## config.mk

```make
export PLATFORM = sky130hd
export DESIGN_NAME = split_bus_arbiter
export DESIGN_NICKNAME = d
export VERILOG_FILES = /design/src/rtl/split_bus_pkg.sv /design/src/rtl/rr_picker.sv /design/src/rtl/split_bus_arbiter.sv
export SDC_FILE = /design/constraint.sdc
export NUM_CORES = 1
export LEC_CHECK = 0
export ABC_AREA = 1
export ABC_CLOCK_PERIOD_IN_PS = 1200
export BUFFER_PORTS_ARGS = -buffer_cell sky130_fd_sc_hd__buf_2
export CORE_MARGIN = 8
export CORE_UTILIZATION = 35
export CTS_CLUSTER_SIZE = 20
export DETAILED_ROUTE_END_ITERATION = 8
export GPL_ROUTABILITY_DRIVEN = 0
export PLACE_DENSITY = 0.65
export SKIP_LAST_GASP = 1
export SYNTH_ARGS = -nofsm -noshare
export SYNTH_HDL_FRONTEND = slang
export SYNTH_SLANG_ARGS = --single-unit
```

## constraint.sdc

```tcl
create_clock -name clk -period 1.2 [get_ports clk]
set_input_delay 0.24 -clock clk [delete_from_list [all_inputs] [get_ports clk]]
set_output_delay 0.24 -clock clk [all_outputs]
set_load 0.005 [all_outputs]
```

## src/rtl/split_bus_pkg.sv

```systemverilog
`default_nettype none
// ============================================================================
// Package  : split_bus_pkg
// Shared types and constants for the split-transaction bus arbiter.
// Revision : 1.0
// ============================================================================
package split_bus_pkg;

    typedef enum logic [1:0] {
        IDLE         = 2'd0,
        OWNED        = 2'd1,
        SPLIT_RETURN = 2'd2
    } arb_state_e;

    localparam int SPLIT_TIMEOUT_DEFAULT = 1024;

    // Initiator id width; never below one bit so single-bit ports stay legal.
    function automatic int INIT_ID_W(input int n);
        return (n > 1) ? $clog2(n) : 1;
    endfunction

endpackage
`default_nettype wire

```

## src/rtl/rr_picker.sv

```systemverilog
`default_nettype none
// ============================================================================
// Module   : rr_picker
// Combinational round-robin select: first set request at or above ptr, wrapping.
// Revision : 1.0
// ============================================================================
module rr_picker
    import split_bus_pkg::*;
#(
    parameter int NUM_INIT = 2
) (
    input  logic [NUM_INIT-1:0]            req,
    input  logic [INIT_ID_W(NUM_INIT)-1:0] ptr,
    output logic [NUM_INIT-1:0]            onehot,
    output logic [INIT_ID_W(NUM_INIT)-1:0] idx
);

    localparam int ID_W = INIT_ID_W(NUM_INIT);

    int w_pos;

    // Walk from the farthest candidate back to ptr so the nearest hit wins.
    always_comb begin
        w_pos  = 0;
        idx    = '0;
        onehot = '0;
        for (int k = NUM_INIT - 1; k >= 0; k--) begin
            w_pos = (int'(ptr) + k) % NUM_INIT;
            if (req[ID_W'(w_pos)]) begin
                idx = ID_W'(w_pos);
            end
        end
        if (|req) begin
            onehot = NUM_INIT'(1) << idx;
        end
    end

endmodule
`default_nettype wire

```

## src/rtl/split_bus_arbiter.sv

```systemverilog
`default_nettype none
// ============================================================================
// Module   : split_bus_arbiter
// Round-robin bus arbiter with single outstanding split transaction.
// Optional split abandonment timer enabled by macro SPLIT_TIMEOUT_EN.
// Revision : 1.0
// ============================================================================
module split_bus_arbiter
    import split_bus_pkg::*;
#(
    parameter int NUM_INIT      = 2,
    parameter int SPLIT_TIMEOUT = SPLIT_TIMEOUT_DEFAULT
) (
    input  logic                            clk,
    input  logic                            rst_n,
    input  logic [NUM_INIT-1:0]             init_req,
    output logic [NUM_INIT-1:0]             init_grant,
    input  logic                            split_ack,
    input  logic                            split_req,
    output logic                            split_grant,
    output logic [INIT_ID_W(NUM_INIT)-1:0]  split_owner,
    output logic                            split_pending,
    output logic                            bus_busy,
    output logic                            split_err
);

    localparam int              ID_W    = INIT_ID_W(NUM_INIT);
    localparam logic [ID_W-1:0] LAST_ID = ID_W'(NUM_INIT - 1);

    arb_state_e            state_q, state_d;
    logic [ID_W-1:0]       owner_q, owner_d;
    logic [ID_W-1:0]       rr_ptr_q, rr_ptr_d;
    logic [ID_W-1:0]       split_owner_q, split_owner_d;
    logic [NUM_INIT-1:0]   grant_q, grant_d;
    logic                  split_grant_q, split_grant_d;
    logic                  split_pending_q, split_pending_d;
    logic                  bus_busy_q, bus_busy_d;
    logic                  split_err_q, split_err_d;
    logic                  split_req_prev_q;

    logic [NUM_INIT-1:0]   w_sowner_onehot;
    logic [NUM_INIT-1:0]   w_eligible;
    logic [NUM_INIT-1:0]   w_pick_onehot;
    logic [ID_W-1:0]       w_pick_idx;
    logic [ID_W-1:0]       w_next_ptr;
    logic                  w_expire;

    // The suspended initiator stays masked even while it keeps requesting.
    assign w_sowner_onehot = NUM_INIT'(1) << split_owner_q;
    assign w_eligible      = init_req & ~(split_pending_q ? w_sowner_onehot : '0);
    assign w_next_ptr      = (owner_q == LAST_ID) ? '0 : owner_q + 1'b1;

    rr_picker #(
        .NUM_INIT (NUM_INIT)
    ) u_picker (
        .req    (w_eligible),
        .ptr    (rr_ptr_q),
        .onehot (w_pick_onehot),
        .idx    (w_pick_idx)
    );

`ifdef SPLIT_TIMEOUT_EN
    localparam int TMR_W = $clog2(SPLIT_TIMEOUT + 1);
    localparam logic [TMR_W-1:0] TMR_LAST = TMR_W'(SPLIT_TIMEOUT - 1);

    logic [TMR_W-1:0] timer_q, timer_d;

    always_comb begin
        timer_d = timer_q;
        if (!split_pending_q) begin
            timer_d = '0;
        end else if (timer_q != TMR_LAST) begin
            timer_d = timer_q + 1'b1;
        end
    end

    // A return starting this very cycle beats abandonment.
    assign w_expire = split_pending_q && (timer_q == TMR_LAST)
                    && (state_q != SPLIT_RETURN)
                    && !((state_q == IDLE) && split_req);

    always_ff @(posedge clk or negedge rst_n) begin
        if (!rst_n) begin
            timer_q <= '0;
        end else begin
            timer_q <= timer_d;
        end
    end
`else
    logic unused_timeout;
    assign unused_timeout = ^SPLIT_TIMEOUT;
    assign w_expire       = 1'b0;
`endif

    always_ff @(posedge clk or negedge rst_n) begin
        if (!rst_n) begin
            state_q          <= IDLE;
            owner_q          <= '0;
            rr_ptr_q         <= '0;
            split_owner_q    <= '0;
            grant_q          <= '0;
            split_grant_q    <= 1'b0;
            split_pending_q  <= 1'b0;
            bus_busy_q       <= 1'b0;
            split_err_q      <= 1'b0;
            split_req_prev_q <= 1'b0;
        end else begin
            state_q          <= state_d;
            owner_q          <= owner_d;
            rr_ptr_q         <= rr_ptr_d;
            split_owner_q    <= split_owner_d;
            grant_q          <= grant_d;
            split_grant_q    <= split_grant_d;
            split_pending_q  <= split_pending_d;
            bus_busy_q       <= bus_busy_d;
            split_err_q      <= split_err_d;
            split_req_prev_q <= split_req;
        end
    end

    always_comb begin
        state_d = state_q;
        case (state_q)
            IDLE: begin
                if (split_pending_q && split_req) begin
                    state_d = SPLIT_RETURN;
                end else if (|w_eligible) begin
                    state_d = OWNED;
                end
            end
            OWNED: begin
                if (split_ack || !init_req[owner_q]) begin
                    state_d = IDLE;
                end
            end
            SPLIT_RETURN: begin
                if (!split_req) begin
                    state_d = IDLE;
                end
            end
            default: state_d = IDLE;
        endcase
    end

    always_comb begin
        owner_d         = owner_q;
        rr_ptr_d        = rr_ptr_q;
        split_owner_d   = split_owner_q;
        split_pending_d = split_pending_q;
        grant_d         = grant_q;
        split_grant_d   = split_grant_q;
        split_err_d     = 1'b0;
        case (state_q)
            IDLE: begin
                if (split_pending_q && split_req) begin
                    grant_d       = w_sowner_onehot;
                    split_grant_d = 1'b1;
                end else if (|w_eligible) begin
                    grant_d = w_pick_onehot;
                    owner_d = w_pick_idx;
                end
            end
            OWNED: begin
                // split_ack outranks a simultaneous request drop.
                if (split_ack) begin
                    grant_d  = '0;
                    rr_ptr_d = w_next_ptr;
                    if (split_pending_q) begin
                        split_err_d = 1'b1;
                    end else begin
                        split_pending_d = 1'b1;
                        split_owner_d   = owner_q;
                    end
                end else if (!init_req[owner_q]) begin
                    grant_d  = '0;
                    rr_ptr_d = w_next_ptr;
                end
            end
            SPLIT_RETURN: begin
                if (!split_req) begin
                    grant_d         = '0;
                    split_grant_d   = 1'b0;
                    split_pending_d = 1'b0;
                end
            end
            default: begin
                grant_d       = '0;
                split_grant_d = 1'b0;
            end
        endcase
        if (split_req && !split_req_prev_q && !split_pending_q) begin
            split_err_d = 1'b1;
        end
        if (w_expire) begin
            split_pending_d = 1'b0;
            split_err_d     = 1'b1;
        end
    end

    assign bus_busy_d = (|grant_d) | split_grant_d;

    assign init_grant    = grant_q;
    assign split_grant   = split_grant_q;
    assign split_owner   = split_owner_q;
    assign split_pending = split_pending_q;
    assign bus_busy      = bus_busy_q;
    assign split_err     = split_err_q;

endmodule
`default_nettype wire

```

# Word level (Yosys, flattened, before mapping)
# Index checks and enable logic that the tools add are counted.
# word_totals
reg_bits	12
output_inout_bits	7
word_cells	78
# classes
add_sub_neg	2
n_lt_le_gt_ge	3
n_eq_ne	7
shifts	2
n_mux	33
bitwise	5
n_reduce_logical	16
# ops
operator	n
$mux W2	10
$mux W1	19
$pmux W2 S3	2
$reduce_and A3 Y1	4
$ne A2 B2 Y1 const B	4
$lt A1 B3 Y1 const B	2
$reduce_or A2 Y1	2
$shl A1 B1 Y2 const A	2
$logic_and A1 B1 Y1	3
$logic_not A1 Y1	3
$ne A3 B3 Y1 const B	1
$pmux W1 S3	1
$add A1 B1 Y1 const B	2
$and A2 B2 Y2	1
$eq A2 B1 Y1 const B	1
$eq A2 B2 Y1 const B	1
$logic_not A2 Y1	1
$lt A1 B2 Y1 const B	1
$not A1 Y1	2
$not A2 Y2	1
$pmux W1 S2	1
$reduce_and A2 Y1	1
$reduce_bool A2 Y1	1
$logic_or A1 B1 Y1	1
$or A1 B1 Y1	1

# Depth between registers and ports, before layout
# Gate-level depths: netlist (run 1).
# logic_depth
ltp_word	14
depth_mapped	9
ltp_nobuf	9

# Modules after synthesis
# Synthesis (run 1) repeated with hierarchy kept, for this count alone.
# hier_totals
cells_unflattened	79
area_unflattened_um2	631.9
# modules_own_cells
module	n_inst	cells_each	area_per_inst_um2	seq_area_each_um2
split_bus_arbiter	1	71	598.1	300.3
rr_picker	1	8	33.8	0.0

# Worst setup path after synthesis (run 1)
# OpenSTA, ideal clock, no wires.
# synth_path
path_type	flip-flop to flip-flop
startpoint	reg split_owner_q (netlist: split_owner)
endpoint	reg bus_busy_q (netlist: bus_busy)
setup_ns	0.131
t_arrival_ns	0.982
setup_slack_ns	0.087
path_stages_with_launch	9
path_buffers	0
cell_sequence	dfrtp_1 inv_1 nand2_1 nand2_2 nand3b_4 nand2_1 nand2_1 nor2_2 nand3_1
# synth_between
elab_chain_len	14
word_cells_on_any_way	17
# synth_lines
element	line_no	text
from (decl)	split_bus_arbiter.sv:33	logic [ID_W-1:0] split_owner_q, split_owner_d;
from (signal assigned)	split_bus_arbiter.sv:111	split_owner_q <= split_owner_d;
$shl A1 B1 Y2 (*)	split_bus_arbiter.sv:49	assign w_sowner_onehot = NUM_INIT'(1) << split_owner_q;
$mux W2	split_bus_arbiter.sv:50	assign w_eligible = init_req & ~(split_pending_q ? w_sowner_onehot : '0);
$not A2 Y2	split_bus_arbiter.sv:50	
$and A2 B2 Y2	split_bus_arbiter.sv:50	
$mux W1 (implied by the code) (2 in a row)	rr_picker.sv:29	if (req[ID_W'(w_pos)]) begin
$mux W1 (2 in a row)	rr_picker.sv:29	
$shl A1 B1 Y2	rr_picker.sv:34	onehot = NUM_INIT'(1) << idx;
$mux W2	split_bus_arbiter.sv:158	end else if (|w_eligible) begin
$mux W2 (*)	split_bus_arbiter.sv:155	if (split_pending_q && split_req) begin
$pmux W2 S3 (*)	split_bus_arbiter.sv:153	case (state_q)
$reduce_or A2 Y1 (*)	split_bus_arbiter.sv:200	assign bus_busy_d = (|grant_d) | split_grant_d;
$or A1 B1 Y1 (*)	split_bus_arbiter.sv:200	
net bus_busy_d	split_bus_arbiter.sv:37	logic bus_busy_q, bus_busy_d;
to (signal assigned)	split_bus_arbiter.sv:115	bus_busy_q <= bus_busy_d;
to (decl)	split_bus_arbiter.sv:37	
# The timed path passes the listed nets; every way through them passes the cells marked *. The select of a mux whose other input is x is not followed.
# A chain may end at the register's enable or synchronous reset.

# Final worst setup path (run 1)
# layout_path
startpoint	reg split_pending_q (netlist: split_pending)
endpoint	reg bus_busy_q (netlist: bus_busy)
# layout_between
elab_chain_len	13
word_cells_on_any_way	19
# layout_lines
element	line_no	text
from (decl)	split_bus_arbiter.sv:36	logic split_pending_q, split_pending_d;
from (signal assigned)	split_bus_arbiter.sv:114	split_pending_q <= split_pending_d;
$mux W2	split_bus_arbiter.sv:50	
$not A2 Y2	split_bus_arbiter.sv:50	
$and A2 B2 Y2	split_bus_arbiter.sv:50	
$mux W1 (implied by the code) (2 in a row)	rr_picker.sv:29	
$mux W1 (2 in a row)	rr_picker.sv:29	
$shl A1 B1 Y2	rr_picker.sv:34	
$mux W2	split_bus_arbiter.sv:158	
$mux W2	split_bus_arbiter.sv:155	
$pmux W2 S3	split_bus_arbiter.sv:153	
$reduce_or A2 Y1	split_bus_arbiter.sv:200	
$or A1 B1 Y1 (*)	split_bus_arbiter.sv:200	
net bus_busy_d	split_bus_arbiter.sv:37	
# Marked as above.

==> results of run 1 <==
[through the flow]
step	total power [mW]	instances	instance area, sq um	hold slack [ns]
after floorplan	1.28	76	622	-0.0556
after global placement	1.55	115	728	0.132
after detailed placement	1.56	115	728	0.134
after CTS	1.83	119	764	0.231
after global routing	2.19	121	833	0.265
final	2.00	121	833	0.275
[layout make-up]
class	count	area [sq um]
well taps	25	31.3
inverters	14	52.6
flip-flops and latches	12	302
clock buffers	3	22.5
fillers	156	875
multi-input cells	50	325
repair buffers	17	100
[Yosys cell counts]
cell / number / area [sq um]
sky130_fd_sc_hd__a21oi_1: 3 / 15.0
sky130_fd_sc_hd__o22ai_1: 1 / 6.26
sky130_fd_sc_hd__o21ai_1: 2 / 10.0
sky130_fd_sc_hd__nand3b_4: 1 / 20.0
sky130_fd_sc_hd__nand4_1: 1 / 6.26
sky130_fd_sc_hd__o21ai_2: 1 / 8.76
sky130_fd_sc_hd__nor2_2: 2 / 12.5
sky130_fd_sc_hd__o211ai_1: 1 / 7.51
sky130_fd_sc_hd__nor2_4: 1 / 11.3
sky130_fd_sc_hd__inv_1: 9 / 33.8
sky130_fd_sc_hd__nand3_1: 6 / 30.0
sky130_fd_sc_hd__dfrtp_1: 12 / 300
sky130_fd_sc_hd__a31oi_1: 2 / 12.5
sky130_fd_sc_hd__nand2_1: 18 / 67.6
sky130_fd_sc_hd__nand3_2: 1 / 10.0
sky130_fd_sc_hd__nand2_2: 4 / 25.0
sky130_fd_sc_hd__inv_2: 5 / 18.8
sky130_fd_sc_hd__o21ai_0: 3 / 15.0
sky130_fd_sc_hd__nor2_1: 3 / 11.3
[power by group]
group	switching [mW]	internal, mW
sequential	0.180	0.573
clock	0.118	0.116
combinational	0.578	0.437
[repair_timing]
action,4_1_cts,5_1_grt
endpoints found under the hold margin,12,0
setup endpoints to repair,1,5
pin swaps,0,4
buffers inserted,0,2
hold buffers,1,0
gates resized for setup,1,15
[cells by family after synthesis]
group	Yosys count	share of synthesized area [%]
AO/OA/AOI/OAI	13	12.1
AND/OR/NAND/NOR	37	31.2
flip-flops	12	48.3
buffers and inverters	14	8.45
[layer usage]
layer / vias to the layer above / wire (um) / global-route usage [%]
met2: 15 / 669 / 14.6
met4: 0 / 26 / 3.85
met3: 4 / 93 / 4.64
met1: 269 / 669 / 10.2
met5: - / 0 / 0
li1: 287 / - / -
[flip-flops by register name (all words and copies together) (netlist names)]
signal	flops
init_grant	2
state_q	2
bus_busy	1
owner_q	1
rr_ptr_q	1
split_err	1
split_grant	1
split_owner	1
split_pending	1
split_req_prev_q	1
[how the worst max path moves through the flow]
stage	slack [ns]	cells after the start	endpoint
2_1_floorplan	0.09	8	bus_busy
3_3_place_gp	0.02	6	bus_busy
3_5_place_dp	0.01	6	bus_busy
4_1_cts	0.02	8	bus_busy
5_1_grt	-0.07	9	bus_busy
6_report	0.02	8	bus_busy
==> impl_table.tex, run 1 <==
\begin{tabular}{lr}
\hline
Metric & Value \\
\hline
\multicolumn{2}{l}{\textbf{Finish}} \\
\quad Most frequent cells in the layout & sky130\_fd\_sc\_hd\_\_nand2\_1 (13), sky130\_fd\_sc\_hd\_\_buf\_2 (12), sky130\_fd\_sc\_hd\_\_dfrtp\_1 (11) \\
\quad Ratio of cells with drive above 1 in the final layout & 46.9\% \\
\quad Fin nets & 104 \\
\quad Post-layout utilization of the core & 48.8\% \\
\quad Diodes inserted & 0 \\
\quad Commonest non-fill, non-tap cell in the layout & sky130\_fd\_sc\_hd\_\_nand2\_1 \\
\quad Syn-to-layout area delta & 34.0\% \\
\multicolumn{2}{l}{\textbf{Job}} \\
\quad MaxCap Viol Count & 0 \\
\multicolumn{2}{l}{\textbf{Setup path}} \\
\quad CP Buf/Inv Count & 1 \\
\quad Crit path launch & split\_pending \\
\quad Critical-path maximum fanout & 5 \\
\quad Series of cell instances along the critical path & nand2\_4 > nand3\_4 > nand2\_2 > inv\_1 > nand2\_2 > nand2\_2 > nor2\_2 > nand3\_1 \\
\quad Flop2flop setup slack & 0.02 ns \\
\quad Critical path endpoint category & register \\
\quad Startpoint of the lowest-slack register-to-register path & split\_pending \\
\quad Required @ worst endpoint & 1.35 ns \\
\quad Worst setup path class & reg -> reg \\
\quad Most common cell type on the critical path & sky130\_fd\_sc\_hd\_\_nand2\_2 \\
\quad Startpoint types & register \\
\quad Arrival @ worst endpoint & 1.33 ns \\
\quad Cell family contributing the most delay on the critical path & simple AND/OR/NAND/NOR gates \\
\quad FF-to-FF End & bus\_busy \\
\quad Reg2reg path depth & 8 \\
\quad Crit-path slowest cell & sky130\_fd\_sc\_hd\_\_dfrtp\_2 \\
\quad CP max stage delay & 0.47 ns \\
\multicolumn{2}{l}{\textbf{Synth}} \\
\quad Distinct cells, synth & 19 \\
\quad Warnings from Yosys & 0 \\
\quad Synth Register Bits & 12 \\
\quad Netlist area before placement & 622 sq um \\
\quad Nets in the synthesized netlist & 82 \\
\quad Syn avg cell area & 8.18 sq um \\
\quad Seq/Total Area, Yosys & 48.3\% \\
\quad Cells after Synth & 76 \\
\multicolumn{2}{l}{\textbf{Floorplanning}} \\
\quad Die Height & 58.2 um \\
\quad Total die area & 0.00338 sq mm \\
\quad Top-level port count & 13 \\
\quad Die boundary width & 58.2 um \\
\quad Initial Utilization & 36.4\% \\
\quad Count of standard-cell rows & 15 \\
\quad Placeable Area & 0.00171 sq mm \\
\multicolumn{2}{l}{\textbf{Clocking}} \\
\quad Clock Sink Count & 12 \\
\quad Worst-Skew Late Latency & 0.27 ns \\
\quad Clock tree root driver cell & sky130\_fd\_sc\_hd\_\_clkbuf\_4 \\
\quad Maximum number of buffers from clock root to sink & 2 \\
\quad Total CTS buffers & 3 \\
\quad Clock H-tree levels & 1 \\
\quad TritonCTS clock tree & done \\
\quad Clock slew seen by the registers of the worst setup and hold paths & 0.07 ns \\
\multicolumn{2}{l}{\textbf{GRT}} \\
\quad Maximum number of pins on one net before global-route repair & 13 \\
\quad Number of global-route vias before repair & 558 \\
\quad Antenna violations before repair & 0 \\
\quad Overflow left after global routing & 0 \\
\quad Global-route wire length before repair & 2360 um \\
\quad Total routing usage reported by global routing & 9.25\% \\
\multicolumn{2}{l}{\textbf{Timing}} \\
\quad Unrepaired setup endpoints after global routing & true \\
\quad Final worst-path setup slack & 0.0175 ns \\
\quad Aggregate negative setup slack & 0 ns \\
\quad Maximum achievable frequency & 846 MHz \\
\quad Number of slew-limit violations in the final report & 0 \\
\quad Max-Slew Margin vs Limit & 80.3\% \\
\quad Total setup violations reported at the end of the flow & 0 \\
\quad Slew of the pin with the lowest slew margin & 0.295 ns \\
\quad Period minus WS final & 1.18 ns \\
\quad Part of the cycle the worst path needs & 98.5\% \\
\quad Post-route clock skew & 0.00210 ns \\
\quad Final Hold Viols & 0 \\
\multicolumn{2}{l}{\textbf{Worst hold path}} \\
\quad Worst hold endpoint & split\_req\_prev\_q \\
\quad Worst min path class & in -> reg \\
\quad Worst min-delay path startpoint & split\_req \\
\quad Cells on Worst Hold Path & 2 \\
\multicolumn{2}{l}{\textbf{Drt}} \\
\quad DRT iter0 DRCs & 30 \\
\quad Number of detailed-route iterations in the first pass & 4 \\
\quad Average wire length per cell after detail routing & 12.1 um \\
\quad Detailed Route WL & 1460 um \\
\quad Residual antenna-violating net count after detailed routing & 0 \\
\quad DR vias & 575 \\
\quad Vias per std cell & 4.75 \\
\quad Count of unresolved DRC violations after routing & 0 \\
\multicolumn{2}{l}{\textbf{Place}} \\
\quad HPWL after detailed placement & 1090 um \\
\quad Setup WS pre-CTS & 0.0137 ns \\
\quad Port Buffer Count & 12 \\
\multicolumn{2}{l}{\textbf{Power and ir drop}} \\
\quad Max VDD drop & 1.08 mV \\
\quad Cell leakage power & 0.428 nW \\
\quad P per Cell Area & 2400 mW/mm\^{}2 \\
\multicolumn{2}{l}{\textbf{Status}} \\
\quad Result of the run & finished clean \\
\hline
\end{tabular}
(Power assumes the default switching activity.)
==> inputs of run 2 (changes only) <==
--- a/config.mk
+++ b/config.mk
@@ -9,11 +9,11 @@
 export ABC_CLOCK_PERIOD_IN_PS = 1200
 export BUFFER_PORTS_ARGS = -buffer_cell sky130_fd_sc_hd__buf_2
 export CORE_MARGIN = 8
-export CORE_UTILIZATION = 35
+export CORE_UTILIZATION = 44
 export CTS_CLUSTER_SIZE = 20
 export DETAILED_ROUTE_END_ITERATION = 8
 export GPL_ROUTABILITY_DRIVEN = 0
-export PLACE_DENSITY = 0.65
+export PLACE_DENSITY = 0.77
 export SKIP_LAST_GASP = 1
 export SYNTH_ARGS = -nofsm -noshare
 export SYNTH_HDL_FRONTEND = slang
==> impl_table.tex, run 2 (synthesis results as in run 1) <==
\begin{tabular}{lr}
\hline
Metric & Value \\
\hline
\multicolumn{2}{l}{\textbf{Setup path}} \\
\quad Critical-path maximum fanout & 5 (unchanged) \\
\quad Most common cell type on the critical path & sky130\_fd\_sc\_hd\_\_nand3\_1 \\
\quad Critical path endpoint category & register \\
\quad CP max stage delay & 0.46 ns (about the same) \\
\quad Flop2flop setup slack & 0.02 ns (about the same) \\
\quad Startpoint types & register \\
\quad Worst setup path class & reg -> reg \\
\quad Required @ worst endpoint & 1.35 ns (about the same) \\
\quad Crit-path slowest cell & sky130\_fd\_sc\_hd\_\_dfrtp\_2 \\
\quad Series of cell instances along the critical path & nand2\_1 > nand2\_2 > nand3\_1 > nand3\_1 > a21oi\_2 > nand3\_1 \\
\quad Arrival @ worst endpoint & 1.34 ns (about the same) \\
\multicolumn{2}{l}{\textbf{Timing}} \\
\quad Number of slew-limit violations in the final report & 0 (unchanged) \\
\quad Part of the cycle the worst path needs & 98.7\% (+0.16 points) \\
\quad Maximum achievable frequency & 844 MHz (-0.16\%) \\
\quad Total setup violations reported at the end of the flow & 0 (unchanged) \\
\quad Unrepaired setup endpoints after global routing & true \\
\quad Period minus WS final & 1.18 ns (+0.00188 ns) \\
\quad Post-route clock skew & 0.00643 ns (+0.00433 ns) \\
\quad Max-Slew Margin vs Limit & 82.3\% (+2.0 points) \\
\quad Hold Slack & 0.254 ns (-0.0217 ns) \\
\quad Slew of the pin with the lowest slew margin & 0.266 ns (-0.0291 ns) \\
\quad Final worst-path setup slack & 0.0156 ns (-0.00188 ns) \\
\quad Final Hold Viols & 0 (unchanged) \\
\multicolumn{2}{l}{\textbf{Finish}} \\
\quad Diodes inserted & 0 (unchanged) \\
\quad Fin nets & 105 (+0.96\%) \\
\quad Commonest non-fill, non-tap cell in the layout & sky130\_fd\_sc\_hd\_\_nand2\_1 \\
\quad Number of fill cells in the layout & 104 (-33\%) \\
\quad Ratio of cells with drive above 1 in the final layout & 47.4\% (+0.55 points) \\
\quad Syn-to-layout area delta & 31.8\% \\
\quad Most frequent cells in the layout & sky130\_fd\_sc\_hd\_\_nand2\_1 (14), sky130\_fd\_sc\_hd\_\_buf\_2 (12), sky130\_fd\_sc\_hd\_\_dfrtp\_1 (10) \\
\multicolumn{2}{l}{\textbf{Power and ir drop}} \\
\quad Max VDD drop & 1.39 mV (+28\%) \\
\quad Power Total & 2.02 mW (+0.77\%) \\
\quad Cell leakage power & 0.426 nW (-0.42\%) \\
\quad P per Cell Area & 2460 mW/mm\^{}2 (+2.5\%) \\
\multicolumn{2}{l}{\textbf{Drt}} \\
\quad Number of detailed-route iterations in the first pass & 4 (unchanged) \\
\quad Detailed Route WL & 1440 um (-1.2\%) \\
\quad Vias per std cell & 5.06 (+6.5\%) \\
\quad DRT iter0 DRCs & 14 (-53\%) \\
\quad Met2 routed WL & 646 um (-3.4\%) \\
\quad Average wire length per cell after detail routing & 12.9 um (+6.7\%) \\
\quad Count of unresolved DRC violations after routing & 0 (unchanged) \\
\quad DR vias & 567 (-1.4\%) \\
\quad Routed metal-1 wirelength & 609 um (-9.0\%) \\
\quad DR top layer & met4 \\
\quad Total length of routed met3 wires & 172 um (+85\%) \\
\quad Residual antenna-violating net count after detailed routing & 0 (unchanged) \\
\multicolumn{2}{l}{\textbf{Clocking}} \\
\quad Clock Sink Count & 12 (unchanged) \\
\quad Clock slew seen by the registers of the worst setup and hold paths & 0.07 ns (about the same) \\
\quad Clock tree root driver cell & sky130\_fd\_sc\_hd\_\_clkbuf\_4 \\
\quad Maximum number of buffers from clock root to sink & 2 (unchanged) \\
\quad Worst-Skew Late Latency & 0.27 ns (about the same) \\
\quad TritonCTS clock tree & done \\
\quad Total CTS buffers & 3 (unchanged) \\
\quad Clock H-tree levels & 1 (unchanged) \\
\multicolumn{2}{l}{\textbf{Floorplanning}} \\
\quad Die Height & 53.6 um (-7.8\%) \\
\quad Top-level port count & 13 (unchanged) \\
\quad Die boundary width & 53.6 um (-7.8\%) \\
\quad Count of standard-cell rows & 13 (-2) \\
\quad Total die area & 0.00287 sq mm (-15\%) \\
\quad Placeable Area & 0.00132 sq mm (-23\%) \\
\quad Initial Utilization & 47.2\% (+11 points) \\
\multicolumn{2}{l}{\textbf{Worst hold path}} \\
\quad Worst min path class & in -> reg \\
\multicolumn{2}{l}{\textbf{Place}} \\
\quad Setup WS pre-CTS & -0.00589 ns (-0.0196 ns) \\
\quad HPWL after detailed placement & 1000 um (-8.3\%) \\
\quad Port Buffer Count & 12 (unchanged) \\
\multicolumn{2}{l}{\textbf{GRT}} \\
\quad Global-route wire length before repair & 2300 um (-2.3\%) \\
\quad Total routing usage reported by global routing & 10.8\% (+1.6 points) \\
\quad Overflow left after global routing & 0 (unchanged) \\
\quad Maximum number of pins on one net before global-route repair & 13 (unchanged) \\
\quad Antenna violations before repair & 0 (unchanged) \\
\quad Number of global-route vias before repair & 515 (-7.7\%) \\
\multicolumn{2}{l}{\textbf{Job}} \\
\quad MaxCap Viol Count & 0 (unchanged) \\
\multicolumn{2}{l}{\textbf{Status}} \\
\quad Result of the run & finished clean \\
\hline
\end{tabular}
-- run 2: cell types whose count changed in the layout (fill, tap and decap cells not counted), sizes merged --
| cell | delta |
|---|---|
| buf | +1 |
-- run 2: path summary, 6_finish.rpt --
check / start / end / cells past startpoint
setup / recovery: split_pending / bus_busy / 6
hold / removal: split_req / split_req_prev_q / 2
setup reg to reg: split_pending / bus_busy / 6
hold reg to reg: split_req_prev_q / split_err / 1
max in group asynchronous: rst_n / state_q[1] / 2
min in group asynchronous: rst_n / split_err / 2
-- run 2: through the flow --
step,util (%),area [sq um],setup TNS (ns),std cells
after floorplan,-,622,0,76
after global placement,53.8,708,0,104
after detailed placement,53.8,708,-0.00589,104
after CTS,57.8,762,0,110
after global routing,62.2,820,-0.103,112
final,62.2,820,0,112
-- run 2: area by class of cell --
type / instances / area (sq um) / area share (%)
inverters: 14 / 52.6 / 6.41
flip-flops and latches: 12 / 303 / 36.9
repair buffers: 18 / 108 / 13.1
multi-input cells: 50 / 315 / 38.5
clock buffers: 3 / 22.5 / 2.75
well taps: 15 / 18.8 / 2.29
-- run 2: critical path: cells and delay by family (launching register included) --
kind | cells | cell delay (ns)
AO/OA/AOI/OAI | 1 | 0.17
flip-flops | 1 | 0.46
AND/OR/NAND/NOR | 5 | 0.43
-- run 2: timing repair --
action,CTS,global route
setup buffers,2,2
gates cloned,0,0
hold endpoints to repair,12,0
resized for setup,3,13
pin swaps,4,8
hold buffers,1,0
endpoints found under the setup margin,1,4
-- run 2: per-layer routing --
metal / vias to the layer above / global-route usage (%)
met1: 254 / 12.5
met3: 2 / 6.89
li1: 290 / -
met2: 21 / 16.6
met5: - / 0
met4: 0 / 2.52
-- run 2: power by group --
part           switching, mW  total (mW)  internal [mW]
combinational          0.592        1.03          0.440
clock                  0.125       0.242          0.116
sequential             0.167       0.743          0.576
